[src/rtl/regfile_pkg.sv]
// Shared constants for the scoreboarded register file: sweep FSM state
// encoding and default geometry.
package regfile_pkg;

    localparam logic ST_INIT  = 1'b0;
    localparam logic ST_READY = 1'b1;

    localparam int DEF_WIDTH   = 32;
    localparam int DEF_REGBITS = 5;
    localparam int DEF_NREAD   = 2;

endpackage

[src/rtl/regfile_read_port.sv]
// One combinational read port: hardwired zero register, writeback bypass
// and busy-bit qualification of the stored value.
module regfile_read_port
    import regfile_pkg::*;
#(
    parameter int WIDTH   = DEF_WIDTH,
    parameter int REGBITS = DEF_REGBITS
) (
    input  logic               ready,
    input  logic [REGBITS-1:0] ra,
    input  logic               regwrite,
    input  logic [REGBITS-1:0] wa,
    input  logic [WIDTH-1:0]   wd,
    input  logic [WIDTH-1:0]   ram_data,
    input  logic               busy_bit,
    output logic [WIDTH-1:0]   rd,
    output logic               rd_valid
);

    logic [WIDTH-1:0] rd_s;
    logic             rd_valid_s;

    // Select read data and its validity; nothing is visible until the sweep is done.
    always_comb begin
        rd_s       = {WIDTH{1'b0}};
        rd_valid_s = 1'b0;
        if (!ready) begin
            rd_s       = {WIDTH{1'b0}};
            rd_valid_s = 1'b0;
        end else if (ra == {REGBITS{1'b0}}) begin
            rd_s       = {WIDTH{1'b0}};
            rd_valid_s = 1'b1;
        end else if (regwrite && (wa == ra)) begin
            rd_s       = wd;
            rd_valid_s = 1'b1;
        end else begin
            rd_s       = ram_data;
            rd_valid_s = !busy_bit;
        end
    end

    assign rd       = rd_s;
    assign rd_valid = rd_valid_s;

endmodule

[src/rtl/regfile_sb.sv]
// Register file with NREAD combinational read ports, write-to-read bypass,
// per-register busy scoreboard with issue handshake, and a post-reset sweep
// that zeroes every entry before the block reports ready.
module regfile_sb
    import regfile_pkg::*;
#(
    parameter int WIDTH   = DEF_WIDTH,
    parameter int REGBITS = DEF_REGBITS,
    parameter int NREAD   = DEF_NREAD
) (
    input  logic                     clk,
    input  logic                     resetn,
    input  logic [NREAD*REGBITS-1:0] ra,
    output logic [NREAD*WIDTH-1:0]   rd,
    output logic [NREAD-1:0]         rd_valid,
    input  logic                     regwrite,
    input  logic [REGBITS-1:0]       wa,
    input  logic [WIDTH-1:0]         wd,
    input  logic                     iss_en,
    input  logic [REGBITS-1:0]       iss_addr,
    output logic                     iss_ready,
    output logic                     ready,
    output logic [REGBITS:0]         busy_cnt
);

    localparam int DEPTH = 1 << REGBITS;

    logic [WIDTH-1:0]   ram_r [DEPTH];
    logic [DEPTH-1:0]   busy_r;
    logic [DEPTH-1:0]   busy_nxt_s;
    logic [DEPTH-1:0]   clr_mask_s;
    logic [DEPTH-1:0]   set_mask_s;
    logic               state_r;
    logic               state_nxt_s;
    logic [REGBITS-1:0] ptr_r;
    logic [REGBITS-1:0] ptr_nxt_s;
    logic [REGBITS:0]   busy_cnt_r;
    logic [REGBITS:0]   busy_cnt_nxt_s;
    logic               ready_s;
    logic               iss_ready_s;
    logic               wr_en_s;
    logic               iss_set_s;
    logic               wb_clear_s;

    assign ready_s = (state_r == ST_READY);

    // An issue may proceed if its destination is free, is r0, or is being
    // written back this very cycle (the writeback retires the old producer).
    assign iss_ready_s = ready_s && ((iss_addr == {REGBITS{1'b0}}) ||
                                     !busy_r[iss_addr] ||
                                     (regwrite && (wa == iss_addr)));

    assign wr_en_s    = ready_s && regwrite && (wa != {REGBITS{1'b0}});
    assign iss_set_s  = ready_s && iss_en && iss_ready_s && (iss_addr != {REGBITS{1'b0}});
    assign wb_clear_s = wr_en_s && busy_r[wa];

    // Clear on writeback first, then set on issue, so a same-cycle collision
    // leaves the register owned by the new producer.
    assign clr_mask_s = wr_en_s   ? ({{(DEPTH-1){1'b0}}, 1'b1} << wa)       : {DEPTH{1'b0}};
    assign set_mask_s = iss_set_s ? ({{(DEPTH-1){1'b0}}, 1'b1} << iss_addr) : {DEPTH{1'b0}};
    assign busy_nxt_s = (busy_r & ~clr_mask_s) | set_mask_s;

    assign busy_cnt_nxt_s = busy_cnt_r + (REGBITS+1)'(iss_set_s) - (REGBITS+1)'(wb_clear_s);

    // Sweep FSM next state: walk every address once, then stay operational.
    always_comb begin
        state_nxt_s = state_r;
        ptr_nxt_s   = ptr_r;
        case (state_r)
            ST_INIT: begin
                ptr_nxt_s = ptr_r + REGBITS'(1'b1);
                if (ptr_r == {REGBITS{1'b1}}) begin
                    state_nxt_s = ST_READY;
                end else begin
                    state_nxt_s = ST_INIT;
                end
            end
            ST_READY: begin
                state_nxt_s = ST_READY;
                ptr_nxt_s   = ptr_r;
            end
            default: begin
                state_nxt_s = ST_INIT;
                ptr_nxt_s   = {REGBITS{1'b0}};
            end
        endcase
    end

    // Sweep FSM state and pointer registers; reset restarts the sweep at 0.
    always_ff @(posedge clk) begin
        if (!resetn) begin
            state_r <= ST_INIT;
            ptr_r   <= {REGBITS{1'b0}};
        end else begin
            state_r <= state_nxt_s;
            ptr_r   <= ptr_nxt_s;
        end
    end

    // Scoreboard bits and the running count of busy registers.
    always_ff @(posedge clk) begin
        if (!resetn) begin
            busy_r     <= {DEPTH{1'b0}};
            busy_cnt_r <= {(REGBITS+1){1'b0}};
        end else begin
            busy_r     <= busy_nxt_s;
            busy_cnt_r <= busy_cnt_nxt_s;
        end
    end

    // Storage: zeroed by the sweep, written by writeback once operational.
    always_ff @(posedge clk) begin
        if (resetn && (state_r == ST_INIT)) begin
            ram_r[ptr_r] <= {WIDTH{1'b0}};
        end else if (resetn && wr_en_s) begin
            ram_r[wa] <= wd;
        end
    end

    for (genvar g = 0; g < NREAD; g++) begin : g_rd
        logic [REGBITS-1:0] ra_s;
        assign ra_s = ra[g*REGBITS +: REGBITS];

        regfile_read_port #(
            .WIDTH   (WIDTH),
            .REGBITS (REGBITS)
        ) u_port (
            .ready    (ready_s),
            .ra       (ra_s),
            .regwrite (regwrite),
            .wa       (wa),
            .wd       (wd),
            .ram_data (ram_r[ra_s]),
            .busy_bit (busy_r[ra_s]),
            .rd       (rd[g*WIDTH +: WIDTH]),
            .rd_valid (rd_valid[g])
        );
    end

    assign iss_ready = iss_ready_s;
    assign ready     = ready_s;
    assign busy_cnt  = busy_cnt_r;

endmodule

[config.mk]
export PLATFORM = sky130hd
export DESIGN_NAME = regfile_sb
export DESIGN_NICKNAME = d
export VERILOG_FILES = /design/src/rtl/regfile_pkg.sv /design/src/rtl/regfile_read_port.sv /design/src/rtl/regfile_sb.sv
export SDC_FILE = /design/constraint.sdc
export NUM_CORES = 1
export LEC_CHECK = 0
export CAP_MARGIN = 5
export CORE_UTILIZATION = 45
export DETAILED_ROUTE_END_ITERATION = 10
export GPL_ROUTABILITY_DRIVEN = 0
export SLEW_MARGIN = 15
export SYNTH_ARGS = -nofsm -noshare
export SYNTH_HDL_FRONTEND = slang
export SYNTH_SLANG_ARGS = --single-unit
export TNS_END_PERCENT = 50
[constraint.sdc]
create_clock -name clk -period 12.02 [get_ports clk]
set_clock_uncertainty 0.15 [all_clocks]
set_input_delay 1.803 -clock clk [delete_from_list [all_inputs] [get_ports clk]]
set_output_delay 1.803 -clock clk [all_outputs]
set_load 0.01 [all_outputs]
# Word-level counts from Yosys, hierarchy flattened
# Memory sizes are Yosys's and may differ from the RTL's.
# Cells that the tools add are included.
[word_totals] regBits=44 ram_bits=1024 input_bits=56 output_inout_bits=74 elab_cells=78 memories=1
[classes] add_sub_neg=3 order_cmp=4 eq_ne=4 shift=2 mux=33 n_bitwise=4 n_reduce_logical=23
[mem_list] memory="ram_r" words=32 width=32 rd=2 rd_clocked_by_memory_dff=0 write_ports=1 line_no="regfile_sb.sv:28" text="logic [WIDTH-1:0] ram_r [DEPTH];"
[op_table] cell="32-bit two-way mux" count=9
[op_table] cell="1-bit by 5-bit << shifter with 32-bit output, first input constant" count=2
[op_table] cell="32-bit AND" count=1
[op_table] cell="32-bit inverter" count=1
[op_table] cell="32-bit bitwise OR" count=1
[op_table] cell="32-bit OR reduction" count=1
[op_table] cell="5-bit by 6-bit < comparator with 1-bit output, second input constant" count=4
[op_table] cell="1-bit binary-select mux with 5-bit select" count=4
[op_table] cell="1-bit two-way mux" count=17
[op_table] cell="5-bit equality test" count=3
[op_table] cell="5-bit zero test" count=3
[op_table] cell="1-bit logical AND" count=12
[op_table] cell="5-bit two-way mux" count=2
[op_table] cell="5-bit nonzero test" count=2
[op_table] cell="6-bit by 1-bit adder with 6-bit output" count=1
[op_table] cell="6-bit by 1-bit subtractor with 6-bit output" count=1
[op_table] cell="5-bit by 1-bit adder with 5-bit output, second input constant" count=1
[op_table] cell="5-bit equality test, second input constant" count=1
[op_table] cell="1-bit zero test" count=3
[op_table] cell="1-bit logical OR" count=2
[op_table] cell="1-bit case mux with 2 select lines" count=1
[op_table] cell="1-bit inverter" count=1

# Longest topological paths before layout
[logic_depth] word_depth=10 mapped_depth=16 mapped_depth_nobuf=15

# Modules after synthesis
# From an unflattened synthesis, not the netlist that was laid out.
[unflattened] cells_unflattened=2539 area_unflattened_um2=51597.0
[modules_own_cells] module="regfile_sb" n_inst=1 cells_per_inst=2285 area_per_inst_um2=50255.7 seq_area_each_um2=31630.3
[modules_own_cells] module="regfile_read_port" n_inst=2 cells_per_inst=127 area_per_inst_um2=670.6 seq_area_each_um2=0.0

# Worst setup path before layout
# Ideal clock, no wire load.
[synth_timing] path_type="in2out" startpoint="input ra[0]" endpoint="output rd_valid[0]" t_arrival_ns=3.614 required_time_ns=10.067 setup_slack_ns=6.453 path_stages=11 path_buffers=5 path_cell_list="buf_2 > buf_6 > buf_6 > buf_2 > mux4_2 > nand2_1 > nand3_1 > nand2_1 > o21ai_0 > a21boi_0 > buf_4"
[synth_between] elab_chain_len=6 word_cells_on_any_way=9 classes_between="eq/ne: 1; mux: 5; reduce/logical: 3"
[synth_rtl] item="start: declaration" line_no="regfile_sb.sv:13" text="input logic [NREAD*REGBITS-1:0] ra,"
[synth_rtl] item="1-bit binary-select mux with 5-bit select" line_no="regfile_sb.sv:134" text=".busy_bit (busy_r[ra_s]),"
[synth_rtl] item="1-bit two-way mux (not written as such)" line_no="regfile_sb.sv:134"
[synth_rtl] item="1-bit zero test" line_no="regfile_read_port.sv:38" text="rd_valid_s = !busy_bit;"
[synth_rtl] item="1-bit two-way mux" line_no="regfile_read_port.sv:33" text="end else if (regwrite && (wa == ra)) begin"
[synth_rtl] item="1-bit two-way mux (*)" line_no="regfile_read_port.sv:30" text="end else if (ra == {REGBITS{1'b0}}) begin"
[synth_rtl] item="1-bit two-way mux (*)" line_no="regfile_read_port.sv:27" text="if (!ready) begin"
[synth_rtl] item="end: declaration" line_no="regfile_sb.sv:15" text="output logic [NREAD-1:0] rd_valid,"
# Mark *: on every way between the ends. The rest lies on a longest branch, timed or not. The select of a mux whose other input is x is not followed.

# Worst setup path after layout
[layout_timing] startpoint="input ra[4]" endpoint="output rd[12]"
[layout_between] elab_chain_len=5 word_cells_on_any_way=7 classes_between="eq/ne: 1; mux: 3; reduce/logical: 2; memory: 1"
[layout_rtl] item="parallel branches: the longest is 3 deep, another holds memory 32 x 32 bit"
[layout_rtl] item="32-bit two-way mux (*)" line_no="regfile_read_port.sv:30"
[layout_rtl] item="32-bit two-way mux (*)" line_no="regfile_read_port.sv:27"
[layout_rtl] item="end: declaration" line_no="regfile_sb.sv:14" text="output logic [NREAD*WIDTH-1:0] rd,"
# Every way passes the cells marked *.

==> flow_summary.ini <==
[critical_path]
endpoint_kind = output pin
crit_path_start_kind = input port
cp_max_fo = 42
path_cells = buf_4 -> buf_4 -> nor2b_2 -> buf_4 -> a22o_1 -> a221oi_1 -> o21ai_0 -> a21oi_1 -> nor3_1 -> clkdlybuf4s50_1
path_class = input port to output pin
crit_start = ra[4]
cp_data_arrival_time_ns = 5.79
slowest_stage = buf_4
crit_end = rd[12]
rr_endpoint = ram_r[8][24]
r2r-start = ready
rrSetupSlack_ns = 7.79
cp.required_ns = 10.07
cpPeakStageDelay_ns = 0.72
ff2ff_path_depth = 8
crit_top_cell = buf_4

[synthesis]
syn_inst = 2748
synth_seq_cells = 1068
avgSynthCellArea_um2 = 18.75
mappedNetlistNets = 2813
synth-seq-area-share_pct = 61.40
synth-edff-count = 1024
synth_cell_type_count = 53
async_flop_share_pct = 0
netlist_area_um2 = 51520
ys.flop_type = edfxtp_1
ys_warn_count = 0

[floorplan]
die_y_um = 340.4
initial_utilization_pct = 45.61
top_level_ports = 130
die_w_um = 340.4
fp.coreArea_um2 = 113000
row_count = 123
dieArea_um2 = 115800

[drt]
highest_layer = met5
avgViaCountPerCell = 6.947
dr.pass1.iters = 5
wl_met2_um = 78800
ant_nets = 0
routed-via-count = 30700
m1WireLength_um = 61490
postRouteWirelength_um = 160800
wl_per_cell_um = 36.38
drt-initial-drc-count = 3335
drc = 0
dr_wl_met3_um = 15200

[global_routing]
globalRouteTotalUtil_pct = 27.85
grt_max_degree = 105
grt-ovfl-total = 0
antenna_found_initial = 4
grt_pass1_vias = 31560
grt_pass1_wl_um = 230400

[clock_tree]
clk_pin_slew_worst_paths_ns = 0.06
ctsLongestPathBuffers = 3
cts.sinks = 1068
clock_latency_ns = 0.70
cts_buffers = 113
htreeDepth = 3
cts_setup_buffers = 0
cts_tree = built
ctsResizeCount = 0
clock-root-buffer = clkbuf_16
ctsHoldBuffers = 0

[placement]
dp_hpwl_um = 87330
dp_cells = 4215
io_buffers = 129

[power]
power.density_nw_per_um2 = 139.9
ir_worst_vdd_mv = 0.1462
p_leak_nw = 17.63

[job]
drv_cap = 0

[cells_and_area]
seq_area_um2 = 31630
drive_above_1_share_pct = 29.70
layout.nets = 2895
multiInputGateArea_um2 = 19000
antennaDiodeCount = 0
n_fill_cell = 8921
syn_to_final_growth_pct = 12.96
fin_cells = 4419

[sta]
drv_slew = 0
finalSetupTns_ns = 0
setup_viol_count_final = 0
period_needed_ns = 7.739
slew_headroom_pct = 19.94
post-route-period-util_pct = 64.38
hold_violations = 0
tightest_slew_ns = 1.197
rsz0062_at_grt = false
fmax_mhz = 129.2

[status]
outcome = finished, final reports clean

[hold_path]
hold_path.class = flip-flop to flip-flop
## cell usage after synthesis (31+ instances only)
cell type | number | area [µm²]
o211ai_1 | 39 | 292.8
clkbuf_1 | 99 | 371.6
mux2i_1 | 123 | 1231
dfxtp_1 | 44 | 880.8
buf_4 | 31 | 232.7
a22o_1 | 64 | 560.5
mux4_2 | 561 | 12630
nor2b_1 | 57 | 356.6
nor2_1 | 61 | 229.0
buf_2 | 73 | 365.4
nand2_1 | 79 | 296.5
and2_1 | 49 | 306.5
o21ai_0 | 79 | 395.4
a211oi_1 | 37 | 277.8
edfxtp_1 | 1024 | 30750
## registers in the layout, summed over array words and instances (netlist names)
| name | count |
|---|---|
| busy_cnt | 6 |
| ready | 1 |
| busy_r | 32 |
| ptr_r | 5 |
| ram_r | 1024 |
## stage by stage
stage | hold slack, ns | utilization, % | setup WS (ns) | instance area (µm²) | total power [W]
2_1_floorplan | 0.2931 | - | 6.453 | 51520 | 0.004477
3_3_place_gp | 0.3301 | 48.19 | 4.399 | 54440 | 0.004645
3_5_place_dp | 0.3422 | 48.19 | 4.340 | 54440 | 0.004648
4_1_cts | 0.3537 | 51.52 | 4.320 | 58190 | 0.008177
5_1_grt | 0.3673 | 51.52 | 4.205 | 58190 | 0.008333
6_report | 0.3496 | 51.52 | 4.281 | 58190 | 0.008140
## how the worst min path moves through the flow
stage               from         to  cells past startpoint
4_1_cts        busy_r[0]  busy_r[0]                      1
2_1_floorplan  busy_r[0]  busy_r[0]                      1
3_3_place_gp   busy_r[0]  busy_r[0]                      1
5_1_grt        busy_r[0]  busy_r[0]                      1
6_report       busy_r[0]  busy_r[0]                      1
3_5_place_dp   busy_r[0]  busy_r[0]                      1
## layout make-up
class | instances | share of cell area [%]
clock buffers | 127 | 5.022
clock inverters | 77 | 1.428
inverters | 8 | 0.05160
multi-input cells | 1434 | 32.64
flip-flops and latches | 1068 | 54.35
well taps | 1500 | 3.225
repair buffers | 205 | 3.279
## kinds of logic (layout without fill, tap and decap cells)
logic type | count (synthesis) | count (layout) | share of synthesized area (%)
flip-flops | 1068 | 1068 | 61.40
buffers and inverters | 246 | 417 | 2.312
adder cells (fa/ha/maj) | 9 | 9 | 0.2332
multiplexers | 688 | 688 | 27.00
AND/OR/NAND/NOR | 312 | 312 | 3.097
AO/OA/AOI/OAI | 403 | 403 | 5.584
XOR/XNOR | 22 | 22 | 0.3740
## power by group
part | internal (W) | total [W] | leakage (nW) | switching [W]
Clock | 0.00207 | 0.00357 | 1.81 | 0.00150
Sequential | 0.00404 | 0.00405 | 9.35 | 0.00000895
Combinational | 0.000215 | 0.000522 | 6.46 | 0.000307
Total | 0.00632 | 0.00814 | 17.6 | 0.00182
## placed cells by master (no fill, tap or decap), drive strengths merged, types with 7 or more instances in the layout
master / instances
xor2: 13
nand3b: 7
nand3: 15
a32o: 7
xnor2: 9
a21oi: 30
nor2b: 57
inv: 12
and3: 9
clkbuf: 127
o21bai: 29
o211ai: 39
o311ai: 11
a22o: 64
clkdlybuf4s50: 119
a31oi: 30
mux2i: 123
a211oi: 37
buf: 86
clkinv: 49
dfxtp: 44
o21ai: 80
ha: 8
and2: 49
a211o: 28
a221oi: 8
nand2: 79
nor2: 61
bufinv: 15
mux4: 561
nor3: 11
clkinvlp: 9
a22oi: 28
edfxtp: 1024
## critical path, delay by kind of cell
kind,cells,cell delay (ns)
AO/OA/AOI/OAI,4,0.47
buffers and inverters,4,2.33
AND/OR/NAND/NOR,2,1.12
## metal layers
layer  GRT usage [%]  vias to the layer above
met5               0                        -
met4           8.959                        2
met3           5.418                      320
met2           45.46                     1842
met1           37.76                    16581
li1                -                    11955
Note: power is estimated with default switching activity, not from simulation.
